<file path="src/rtl/coin_spin_animator.sv">
// Coin sprite address/animation stage: box test, ROM address, spin frame select
// and the collect (rise-then-vanish) animation, all paced by a synchronised frame_clk.
module coin_spin_animator #(
    parameter int unsigned SPRITE_W       = 20,
    parameter int unsigned SPRITE_H       = 20,
    parameter int unsigned NUM_FRAMES     = 4,
    parameter int unsigned TICKS_PER_STEP = 8,
    parameter int unsigned COLLECT_TICKS  = 16,
    parameter int unsigned RISE_PX        = 2
) (
    input  logic       Clk,
    input  logic       Reset_n,
    input  logic       frame_clk,
    input  logic [9:0] DrawX,
    input  logic [9:0] DrawY,
    input  logic [9:0] CoinX,
    input  logic [9:0] CoinY,
    input  logic       coin_active,
    input  logic       collect,
    output logic [8:0] read_address,
    output logic [1:0] frame_sel,
    output logic       coin_on,
    output logic       collecting,
    output logic       done
);

    localparam int unsigned COORD_W = 11;
    localparam int unsigned ADDR_W  = 9;
    localparam int unsigned FRAME_W = 2;
    localparam int unsigned SPIN_W  = (TICKS_PER_STEP > 1) ? $clog2(TICKS_PER_STEP) : 1;
    localparam int unsigned CTICK_W = (COLLECT_TICKS > 1) ? $clog2(COLLECT_TICKS) : 1;

    localparam logic signed [COORD_W-1:0] SPRITE_W_S = COORD_W'(SPRITE_W);
    localparam logic signed [COORD_W-1:0] SPRITE_H_S = COORD_W'(SPRITE_H);
    localparam logic [SPIN_W-1:0]         SPIN_LAST  = SPIN_W'(TICKS_PER_STEP - 1);
    localparam logic [CTICK_W-1:0]        CTICK_LAST = CTICK_W'(COLLECT_TICKS - 1);
    localparam logic [FRAME_W-1:0]        FRAME_LAST = FRAME_W'(NUM_FRAMES - 1);
    localparam logic [COORD_W-1:0]        RISE_STEP  = COORD_W'(RISE_PX);

    typedef enum logic [1:0] {
        IDLE    = 2'd0,
        SPIN    = 2'd1,
        COLLECT = 2'd2
    } state_t;

    state_t               state;
    logic [SPIN_W-1:0]    spin_cnt;
    logic [CTICK_W-1:0]   ctick;
    logic [COORD_W-1:0]   rise;

    logic fclk_meta;
    logic fclk_sync;
    logic fclk_prev;
    logic tick;

    // frame_clk crosses in through two flops; tick is a registered one-cycle rising-edge pulse
    always_ff @(posedge Clk) begin
        if (!Reset_n) begin
            fclk_meta <= 1'b0;
            fclk_sync <= 1'b0;
            fclk_prev <= 1'b0;
            tick      <= 1'b0;
        end else begin
            fclk_meta <= frame_clk;
            fclk_sync <= fclk_meta;
            fclk_prev <= fclk_sync;
            tick      <= fclk_sync & ~fclk_prev;
        end
    end

    logic signed [COORD_W-1:0] top_c;
    logic signed [COORD_W-1:0] dx_c;
    logic signed [COORD_W-1:0] dy_c;
    logic                      inbox_c;
    logic [ADDR_W-1:0]         addr_c;
    logic [FRAME_W-1:0]        next_frame_c;

    // Box test in signed 11-bit space so a coin risen above row 0 clips instead of wrapping
    always_comb begin
        top_c   = $signed({1'b0, CoinY} - rise);
        dx_c    = $signed({1'b0, DrawX} - {1'b0, CoinX});
        dy_c    = $signed({1'b0, DrawY}) - top_c;
        inbox_c = !dx_c[COORD_W-1] && (dx_c < SPRITE_W_S) &&
                  !dy_c[COORD_W-1] && (dy_c < SPRITE_H_S) &&
                  !top_c[COORD_W-1];
        addr_c  = '0;
        if (inbox_c) begin
            addr_c = ADDR_W'($unsigned(dy_c)) * ADDR_W'(SPRITE_W) + ADDR_W'($unsigned(dx_c));
        end
        next_frame_c = (frame_sel == FRAME_LAST) ? '0 : frame_sel + 1'b1;
    end

    always_ff @(posedge Clk) begin
        if (!Reset_n) begin
            state        <= IDLE;
            spin_cnt     <= '0;
            ctick        <= '0;
            rise         <= '0;
            frame_sel    <= '0;
            collecting   <= 1'b0;
            done         <= 1'b0;
            coin_on      <= 1'b0;
            read_address <= '0;
        end else begin
            done         <= 1'b0;
            coin_on      <= inbox_c && (state != IDLE);
            read_address <= addr_c;

            case (state)
                IDLE: begin
                    if (coin_active) begin
                        state     <= SPIN;
                        spin_cnt  <= '0;
                        frame_sel <= '0;
                    end
                end

                SPIN: begin
                    if (!coin_active) begin
                        state <= IDLE;
                    end else if (collect) begin
                        state      <= COLLECT;
                        collecting <= 1'b1;
                        rise       <= '0;
                        ctick      <= '0;
                    end else if (tick) begin
                        if (spin_cnt == SPIN_LAST) begin
                            spin_cnt  <= '0;
                            frame_sel <= next_frame_c;
                        end else begin
                            spin_cnt <= spin_cnt + 1'b1;
                        end
                    end
                end

                // coin_active and collect are deliberately ignored until the animation ends
                COLLECT: begin
                    if (tick) begin
                        frame_sel <= next_frame_c;
                        rise      <= rise + RISE_STEP;
                        ctick     <= ctick + 1'b1;
                        if (ctick == CTICK_LAST) begin
                            state      <= IDLE;
                            collecting <= 1'b0;
                            done       <= 1'b1;
                            ctick      <= '0;
                            rise       <= '0;
                        end
                    end
                end

                default: begin
                    state      <= IDLE;
                    collecting <= 1'b0;
                end
            endcase
        end
    end

endmodule

</file>
<file path="config.mk">
export PLATFORM = sky130hd
export DESIGN_NAME = coin_spin_animator
export DESIGN_NICKNAME = d
export VERILOG_FILES = /design/src/rtl/coin_spin_animator.sv
export SDC_FILE = /design/constraint.sdc
export NUM_CORES = 1
export LEC_CHECK = 0
export BUFFER_PORTS_ARGS = -buffer_cell sky130_fd_sc_hd__buf_2
export CAP_MARGIN = 20
export CORE_ASPECT_RATIO = 0.9
export CORE_UTILIZATION = 35
export CTS_BUF_LIST = sky130_fd_sc_hd__clkbuf_2 sky130_fd_sc_hd__clkbuf_4 sky130_fd_sc_hd__clkbuf_8
export DETAILED_ROUTE_END_ITERATION = 8
export GPL_ROUTABILITY_DRIVEN = 0
export SLEW_MARGIN = 20
export SYNTH_ARGS = -nofsm -noshare
export SYNTH_HDL_FRONTEND = slang
export SYNTH_SLANG_ARGS = --single-unit
</file>
<file path="constraint.sdc">
create_clock -name Clk -period 8.77 [get_ports Clk]
set_input_delay 0.877 -clock Clk [delete_from_list [all_inputs] [get_ports Clk]]
set_output_delay 0.877 -clock Clk [all_outputs]
set_load 0.01 [all_outputs]
</file>
==> run metrics <==
crit path cell chain=buf_2, ha_1, o21a_1, o21a_1, or2_2, ha_1, a21o_1, a211oi_1, o21ai_0, and2_1, ha_1, ha_1, xor2_1, ha_1, a21o_1, a31oi_1, xnor2_1, xnor2_1, nor3_1; mux share of post-synthesis cell area=0.00308; CP max-delay cell=ha_1; Cell Pwr Density=164 mW/mm2; ys flop type=dfxtp_1; clk_skew=0.00485 ns; final worst slack=4.01 ns; HP Class=reg2reg; Slew headroom=0.340; count of clock tree sinks=37; Hold Path Depth=1; VDD IR max=83.6 uV; Post-DP HPWL=5.84 mm; hold_buf cts=0; CP max FO=6; first-pass GRT wire length=12.4 mm; initial core utilization=0.369; WL/cell=12.5 um; CORE AREA=0.00881 mm2; CP arrival=4.90 ns; EDFF count, synth=0; CP startpoint kind=input pin; Clock Tree Root=clkbuf_8; Critical Path Max Stage Delay=0.36 ns; register bit total from synthesis=37; status=finished clean; Iteration-0 DRC Markers=54; Non-Filler Instances=567; Netlist cell types=60; drt pass-1 iters=4; number of global-route vias before repair=2754; sequential area share after synthesis=0.228; clk_lat worst skew=0.28 ns; Hold Fails Final Rpt=0; DP Worst Slack=3.72 ns; cts repair resizes=0; initial antenna violation count=0; Synth area leaders=dfxtp_1 (23%), ha_1 (20%), xnor2_1 (5.1%); Die H=93.4 um; mapped cell area=0.00325 mm2; crit path time final=4.76 ns; Pleak=1.72 nW; nets=550; Crit Path Class=in2reg; CTS Buf Count=5; Slew Limit Fails=0; share of the synthesized area in the top cell type=0.228; Ports=59; simple-gate share of the synthesized area=0.212; synth warn=0; DR DRC count=0; Reg clk slew, reported paths=0.07 ns; Syn Nets=488; max-cap viol count=0; Avg Inst Size Synth=8.40 um2; CTS tree=done; M1 WL=3.56 mm; Crit path depth=19; total congestion overflow=0; R2R depth=19; Clock Path Buffers=2; Peak Freq=210 MHz; wire length on met2=3.21 mm; CP most frequent cell=ha_1; # port buffers=58; Setup-failing EPs final=0; row count=32; Compound-Gate Fraction of Synth Area=0.191; Die X=104 um; Post-Synth XOR/XNOR Area=0.0916; Antenna Nets Post-Route=0; adder-cell area share of the yosys netlist=0.227; unrepaired setup endpoints after global routing=false; WHS=0.388 ns; depth of the CTS H-tree=2; Die ar.=0.00968 mm2; Critical Path RT=8.91 ns; asr flop ratio synth=0; via total after detailed routing=2797; dpl cells=561; CP Capture Type=flip-flop; CP Buf/Inv Count=1; post-synth top area cell=dfxtp_1; largest family of logic cells by synthesized area=adder cells; Gate Count Post-Synth=387; Least-Margin Pin Slew=0.987 ns; uppermost layer routed=met4; wirelength, routed=7.11 mm; wire length on met3=257 um; vias per cell=4.93; setup TNS=0 ns; share of layout cells above drive strength 1=0.174; total track usage=0.157; cell class contributing the biggest share of worst-path delay=adder cells; largest net degree at the start of global routing=20; total power=617 uW; # diodes=0; fin crit share=0.543; area delta synth->final=15.4%; post-CTS setup repair buffer count=0
cells in the mapped netlist (all sizes together) (3+ instances only):
cell	count
ha	51
dfxtp	37
inv	37
nor2	29
o21ai	23
nor3	21
nand2	20
a21oi	19
xnor2	19
xor2	15
nor2b	14
a21o	10
and2	8
o21a	8
or2	6
fa	5
nand2b	5
nand3	5
nand4	5
a211oi	4
a21boi	4
a22oi	3
a31oi	3
clkbuf	3
cell usage in the layout (no fill, tap or decap), drive strengths merged, types with 5 or more instances in the layout:
master  instances
or2             6
dfxtp          37
o21ai          23
nor3           21
nand2b          5
buf            58
xnor2          19
nand4           5
a21oi          19
inv            37
a21o           10
ha             51
nor2           29
and2            8
clkbuf          5
nand3           5
xor2           15
fa              5
nand2          20
o21a            8
nor2b          14
flip-flops by register name (all words and copies together), names as in the netlist:
name and cells:
fclk_meta 1, state 2, collecting 1, tick 1, spin_cnt 3, rise 10, frame_sel 2, fclk_prev 1
ctick 4, done 1, fclk_sync 1, read_address 9, coin_on 1
stage by stage:
stage	instance area, um2	util
6_report	3750	0.426
5_1_grt	3750	0.426
4_1_cts	3750	0.426
3_5_place_dp	3680	0.418
3_3_place_gp	3680	0.418
2_1_floorplan	3250	-
worst paths after layout:
kind / start / endpoint / slack [ns]
max reg2reg: rise[1] / read_address[8] / 4.21
min: fclk_prev / tick / 0.39
max: CoinY[1] / read_address[8] / 4.01
min reg2reg: fclk_prev / tick / 0.39
per-layer routing:
metal	GRT usage	up-vias
met4	0.0411	0
met3	0.0355	6
met1	0.202	1270
met5	0	-
li1	-	1479
met2	0.264	42
power by group:
part / leakage [nW] / switching [mW] / internal, mW / total [mW]
combinational: 1.38 / 0.174 / 0.160 / 0.334
sequential: 0.299 / 0.00216 / 0.170 / 0.172
clock: 0.0399 / 0.0580 / 0.0523 / 0.110
total: 1.72 / 0.234 / 0.382 / 0.617
area by class of cell:
class	instances	area (um2)
timing repair buffer	58	290
tap	119	149
multi-input combinational	310	2360
sequential	37	741
clock inverter	1	5.00
fill	934	5060
inverter	37	139
clock buffer	5	68.8
cell families after synthesis:
| logic type | Yosys count |
|---|---|
| AOI/OAI and AO/OA | 91 |
| other | 1 |
| DFF | 37 |
| buffers and inverters | 40 |
| xor gates and xnor gates | 34 |
| and+or+nand+nor | 127 |
| adders and majority gates | 56 |
| muxes | 1 |
No activity file was read; power rests on OpenSTA's default activity.
